===== src/rtl/piso_serializer.sv =====
// rtl/piso_serializer.sv - parallel-in serial-out transmitter with valid/ready load
// Optional even-parity trailer bit: define PISO_SERIALIZER_PARITY_EN.
module piso_serializer #(
  parameter int WIDTH     = 8,
  parameter bit MSB_FIRST = 1'b1
) (
  input  logic             clk,
  input  logic             clr_n,
  input  logic             ena,
  input  logic [WIDTH-1:0] load_data,
  input  logic             load_valid,
  output logic             load_ready,
  output logic             sout,
  output logic             sout_valid,
  output logic             frame_start,
  output logic             busy
);

`ifdef PISO_SERIALIZER_PARITY_EN
  localparam int FRAME_LEN = WIDTH + 1;
`else
  localparam int FRAME_LEN = WIDTH;
`endif
  localparam int CW = $clog2(FRAME_LEN + 1);
  localparam logic [CW-1:0] CNT_LOAD = CW'(FRAME_LEN - 1);

  typedef enum logic {IDLE, SHIFT} state_t;

  state_t           state_q, state_d;
  logic [WIDTH-1:0] shreg_q, shreg_d;
  logic [CW-1:0]    cnt_q, cnt_d;
  logic             sout_q, sout_d;
  logic             sout_valid_q, sout_valid_d;
  logic             frame_start_q, frame_start_d;
  logic             busy_q, busy_d;
`ifdef PISO_SERIALIZER_PARITY_EN
  logic             parity_q, parity_d;
`endif

  logic             accept;
  logic             first_bit;
  logic             next_bit;
  logic [WIDTH-1:0] load_rest;
  logic [WIDTH-1:0] shreg_shifted;

  // A new word may enter when idle or during the final bit of the current frame.
  assign load_ready = ena && ((state_q == IDLE) || ((state_q == SHIFT) && (cnt_q == '0)));
  assign accept     = load_valid && load_ready;

  assign sout        = sout_q;
  assign sout_valid  = sout_valid_q;
  assign frame_start = frame_start_q;
  assign busy        = busy_q;

  // Bit-order selection: first bit goes straight to sout, the rest waits in the shifter.
  always_comb begin
    if (MSB_FIRST) begin
      first_bit     = load_data[WIDTH-1];
      load_rest     = {load_data[WIDTH-2:0], 1'b0};
      next_bit      = shreg_q[WIDTH-1];
      shreg_shifted = {shreg_q[WIDTH-2:0], 1'b0};
    end else begin
      first_bit     = load_data[0];
      load_rest     = {1'b0, load_data[WIDTH-1:1]};
      next_bit      = shreg_q[0];
      shreg_shifted = {1'b0, shreg_q[WIDTH-1:1]};
    end
  end

  // Next-state and registered-output logic; ena low holds every register.
  always_comb begin
    state_d       = state_q;
    shreg_d       = shreg_q;
    cnt_d         = cnt_q;
    sout_d        = sout_q;
    sout_valid_d  = sout_valid_q;
    frame_start_d = frame_start_q;
    busy_d        = busy_q;
`ifdef PISO_SERIALIZER_PARITY_EN
    parity_d      = parity_q;
`endif
    if (accept) begin
      state_d       = SHIFT;
      shreg_d       = load_rest;
      cnt_d         = CNT_LOAD;
      sout_d        = first_bit;
      sout_valid_d  = 1'b1;
      frame_start_d = 1'b1;
      busy_d        = 1'b1;
`ifdef PISO_SERIALIZER_PARITY_EN
      parity_d      = ^load_data;
`endif
    end else if (ena) begin
      case (state_q)
        SHIFT: begin
          frame_start_d = 1'b0;
          if (cnt_q != '0) begin
            cnt_d   = cnt_q - CW'(1);
            shreg_d = shreg_shifted;
            sout_d  = next_bit;
`ifdef PISO_SERIALIZER_PARITY_EN
            // Last data bit is on the line; the trailer bit follows.
            if (cnt_q == CW'(1)) begin
              sout_d = parity_q;
            end
`endif
          end else begin
            state_d      = IDLE;
            sout_d       = 1'b0;
            sout_valid_d = 1'b0;
            busy_d       = 1'b0;
          end
        end
        default: begin
          sout_d        = 1'b0;
          sout_valid_d  = 1'b0;
          frame_start_d = 1'b0;
          busy_d        = 1'b0;
        end
      endcase
    end
  end

  // State and output registers, cleared asynchronously so a reset abandons any frame.
  always_ff @(posedge clk or negedge clr_n) begin
    if (!clr_n) begin
      state_q       <= IDLE;
      shreg_q       <= '0;
      cnt_q         <= '0;
      sout_q        <= 1'b0;
      sout_valid_q  <= 1'b0;
      frame_start_q <= 1'b0;
      busy_q        <= 1'b0;
`ifdef PISO_SERIALIZER_PARITY_EN
      parity_q      <= 1'b0;
`endif
    end else begin
      state_q       <= state_d;
      shreg_q       <= shreg_d;
      cnt_q         <= cnt_d;
      sout_q        <= sout_d;
      sout_valid_q  <= sout_valid_d;
      frame_start_q <= frame_start_d;
      busy_q        <= busy_d;
`ifdef PISO_SERIALIZER_PARITY_EN
      parity_q      <= parity_d;
`endif
    end
  end

endmodule


===== config.mk =====
export PLATFORM = sky130hd
export DESIGN_NAME = piso_serializer
export DESIGN_NICKNAME = d
export VERILOG_FILES = /design/src/rtl/piso_serializer.sv
export SDC_FILE = /design/constraint.sdc
export NUM_CORES = 1
export LEC_CHECK = 0
export CORE_MARGIN = 3
export CORE_UTILIZATION = 32
export DETAILED_ROUTE_END_ITERATION = 7
export PLACE_DENSITY = 0.64
export SYNTH_ARGS = -nofsm -noshare
export SYNTH_HDL_FRONTEND = slang
export SYNTH_SLANG_ARGS = --single-unit

===== constraint.sdc =====
create_clock -name clk -period 3.4 [get_ports clk]
set_input_delay 0.34 -clock clk [delete_from_list [all_inputs] [get_ports clk]]
set_output_delay 0.34 -clock clk [all_outputs]
set_load 0.1 [all_outputs]

==> impl_metrics.csv <==
group,metric,value,unit
status,status,"finished clean",
sta,rsz0062_at_grt,"no",
sta,period_minus_slack,2210,ps
power,p_clk_share,13.7,%
floorplanning,pin_count,17,
worst_setup_path,reg2reg_depth,5,
sta,max_slew_margin,35.4,%
placement,dp.final_hpwl,1.10,mm
clock_network,cts_max_path_buffers,2,
sta,achievable-frequency,453,MHz
sta,final-max-slew-violation-count,0,
synthesis,avgSynthCellArea,11.4,sq um
layout,final-instance-count-excl-fill,110,
power,p_switching,329,uW
placement,placement.cell_area,925,sq um
global_routing,number_of_antenna_violations_at_the_first_check_in_global_routing,0,
clock_network,tritoncts,"yes",
floorplanning,rows,16,
synthesis,synthesis.yosys.warnings,0,
layout,nNetsFinal,97,
synthesis,netlist.area_leader.share,50.0,%
clock_network,number_of_post_cts_setup_repair_buffers,0,
power,final_total_power,733,uW
floorplanning,placeableCoreArea,0.00208,sq mm
placement,finalWeightedCongestion,0.720,
power,netSwitchingFraction,44.9,%
job,maxCapViolCount,0,
worst_setup_path,worst-r2r-setup-slack,1610,ps
drt,detailedRoute.firstIterationViolations,8,
worst_setup_path,critical_path.max_fanout,5,
layout,drive_gt1_share,21.7,%
sta,hold_violations,0,
synthesis,synth_area_leader_cell,"dfrtp_1",
synthesis,syn_nets,79,
floorplanning,initial_utilization,36.1,%
power,power_density,771,mW/mm^2
worst_setup_path,r2r-end,"shreg_q[4]$_DFFE_PN0P_",
global_routing,first_pass_grt_wire_length,2.52,mm
global_routing,grt_util_all_layers,11.7,%
layout,antennaDiodeCount,0,
sta,finalSetupViolations,0,
synthesis,synth_area_leaders,"dfrtp_1 (50%), a221o_2 (9.0%), nor3b_1 (6.0%), a22o_2 (2.7%), nand2_1 (2.5%)",
power,cellLeakagePower,0.000413,uW
clock_network,worst_skew_pair.late_latency,270,ps
floorplanning,die-height,54.4,um
clock_network,worst_path_clk_slew,90,ps
power,power_report.internal_total,404,uW
synthesis,synth_sequential_area_ratio,50.0,%
layout,flow.area_growth_from_synthesis,26.7,%
drt,drt_wl_total,1.50,mm
worst_setup_path,worst-setup-path-type,"reg2out",
clock_network,root_buffer,"clkbuf_4",
power,power_frac_seq,39.8,%
floorplanning,die_area,0.00296,sq mm
worst_setup_path,crit_path_start_kind,"register",
global_routing,overflow,0,
placement,placement.io_buffers,16,
drt,drt-wirelength-per-cell,13.7,um
worst_setup_path,worst_ep_required_time,3060,ps
floorplanning,die-width,54.4,um
layout,fill_cells,212,
sta,tightest_slew,966,ps
sta,setup_total_negative_slack,0,ps
global_routing,grt-busiest-layer,"met2",
drt,drt_first_pass_iters,4,
global_routing,grt_util_met1,15.5,%
global_routing,grt_start_max_net_pins,16,
worst_setup_path,worst-endpoint-arrival,1870,ps
clock_network,clock-sinks,15,
power,power.combinational.fraction,46.5,%
clock_network,cts-buffers-inserted,3,
global_routing,grt_pass1_vias,561,
sta,final.period_utilization,65.0,%
placement,dp.cells,106,
synthesis,synthDistinctLibCells,28,
layout,commonest_cells_after_routing_fill_and_taps_aside,"dfrtp_1 (15), clkdlybuf4s50_1 (15), nor3b_1 (6), a221o_2 (6), nand2_1 (5)",
synthesis,flip_flop_and_latch_count_after_synthesis,15,
worst_setup_path,crit_start,"cnt_q[0]$_DFFE_PN0P_",
synthesis,synthesis.area,751,sq um
clock_network,cts_hold_buffers,0,
global_routing,grt_util_met2,17.9,%
drt,drc,0,
clock_network,cts_htree_levels,1,
worst_setup_path,reg_to_reg_startpoint,"cnt_q[0]$_DFFE_PN0P_",
drt,detailroute.via_count,604,
power,max-vdd-ir-drop,401,uV
global_routing,met3_routing_resource_usage_after_global_routing,4.36,%
min_path,min-delay-path-class,"in2async",
sta,finClkSkew,0.249,ps
layout,design_area,951,sq um
worst_setup_path,critPathCapture,"load_ready",
synthesis,syn_inst,66,
drt,vias_per_cell,5.49,
worst_setup_path,setup.worst_path.end_class,"output pin",
drt,antenna_left,0,
clock_network,post_cts_resize_count,0,
synth_stat cells:
| master | n |
|---|---|
| mux2i_1 | 1 |
| nor3_1 | 1 |
| or3b_4 | 1 |
| buf_2 | 2 |
| ha_1 | 1 |
| nor3b_1 | 6 |
| nand2_1 | 5 |
| o31ai_1 | 1 |
| or4b_1 | 1 |
| a21oi_2 | 2 |
| o211ai_1 | 1 |
| o21ai_0 | 3 |
| dfrtp_1 | 15 |
| o211ai_2 | 1 |
| buf_4 | 1 |
| mux2_2 | 1 |
| nor3b_2 | 1 |
| a31oi_1 | 1 |
| a21o_1 | 1 |
| inv_1 | 4 |
| nand3_1 | 2 |
| o2bb2ai_1 | 1 |
| a221o_2 | 6 |
| nor2b_1 | 1 |
| a21oi_1 | 1 |
| a22o_2 | 2 |
| nor2_1 | 2 |
| a22oi_1 | 1 |
critical path: stages (launching register included):
cell,delay (ps)
dfrtp_1,410
inv_1,60
ha_1,200
or3b_4,430
a21oi_2,180
buf_4,310
cell families (layout without fill, tap and decap cells):
family                   count (synthesis)  count (layout)  synth area share, %
AO/OA/AOI/OAI                           21              21                 24.3
AND/OR/NAND/NOR                         20              20                 16.8
flip-flops                              15              15                 50.0
buffers and inverters                    7              24                 4.33
multiplexers                             2               2                 2.83
adder cells (fa/ha/maj)                  1               1                 1.67
worst min-delay path by stage:
stage / from / to / slack (ps) / cells past startpoint
2_1_floorplan: clr_n / busy$_DFFE_PN0P_ / 40 / 0
3_3_place_gp: frame_start$_DFFE_PN0P_ / frame_start$_DFFE_PN0P_ / 470 / 1
3_5_place_dp: frame_start$_DFFE_PN0P_ / frame_start$_DFFE_PN0P_ / 470 / 1
4_1_cts: clr_n / cnt_q[2]$_DFFE_PN0P_ / 480 / 1
5_1_grt: clr_n / cnt_q[2]$_DFFE_PN0P_ / 510 / 1
6_report: clr_n / cnt_q[2]$_DFFE_PN0P_ / 470 / 1
power groups by stage:
stage / Combinational (uW) / Sequential, uW / Clock, uW
after global placement: 338 / 294 / 0
after detailed placement: 343 / 295 / 0
final: 341 / 292 / 100
after floorplan: 196 / 361 / 0
after CTS: 343 / 291 / 104
after global routing: 364 / 301 / 112
through the flow:
stage	util, %	hold slack, ps	setup WS (ps)
3_3_place_gp	44.4	466	1450
4_1_cts	45.7	483	1180
3_5_place_dp	44.4	472	1420
6_report	45.7	465	1190
2_1_floorplan	-	44.4	941
5_1_grt	45.7	509	1090
layer usage:
| metal | vias to the layer above | wire (um) | share of wire (%) |
|---|---|---|---|
| met5 | - | 0 | 0 |
| met4 | 0 | 0 | 0 |
| met3 | 0 | 113 | 7.5 |
| met2 | 15 | 699 | 47 |
| met1 | 304 | 689 | 46 |
| li1 | 285 | - | - |
cell type report:
type,instances,area [sq um],share of cell area (%)
sequential,15,375,39.5
inverter,4,15.0,1.58
timing repair buffer,16,158,16.6
clock buffer,4,26.3,2.76
tap,27,33.8,3.55
multi-input combinational,44,343,36.1
state kept, by name (all words and copies together), names as in the netlist:
| signal | cells |
|---|---|
| shreg_q | 7 |
| sout | 1 |
| state_q | 1 |
| cnt_q | 4 |
| busy | 1 |
| frame_start | 1 |
Power figures use the tool's default switching activity.
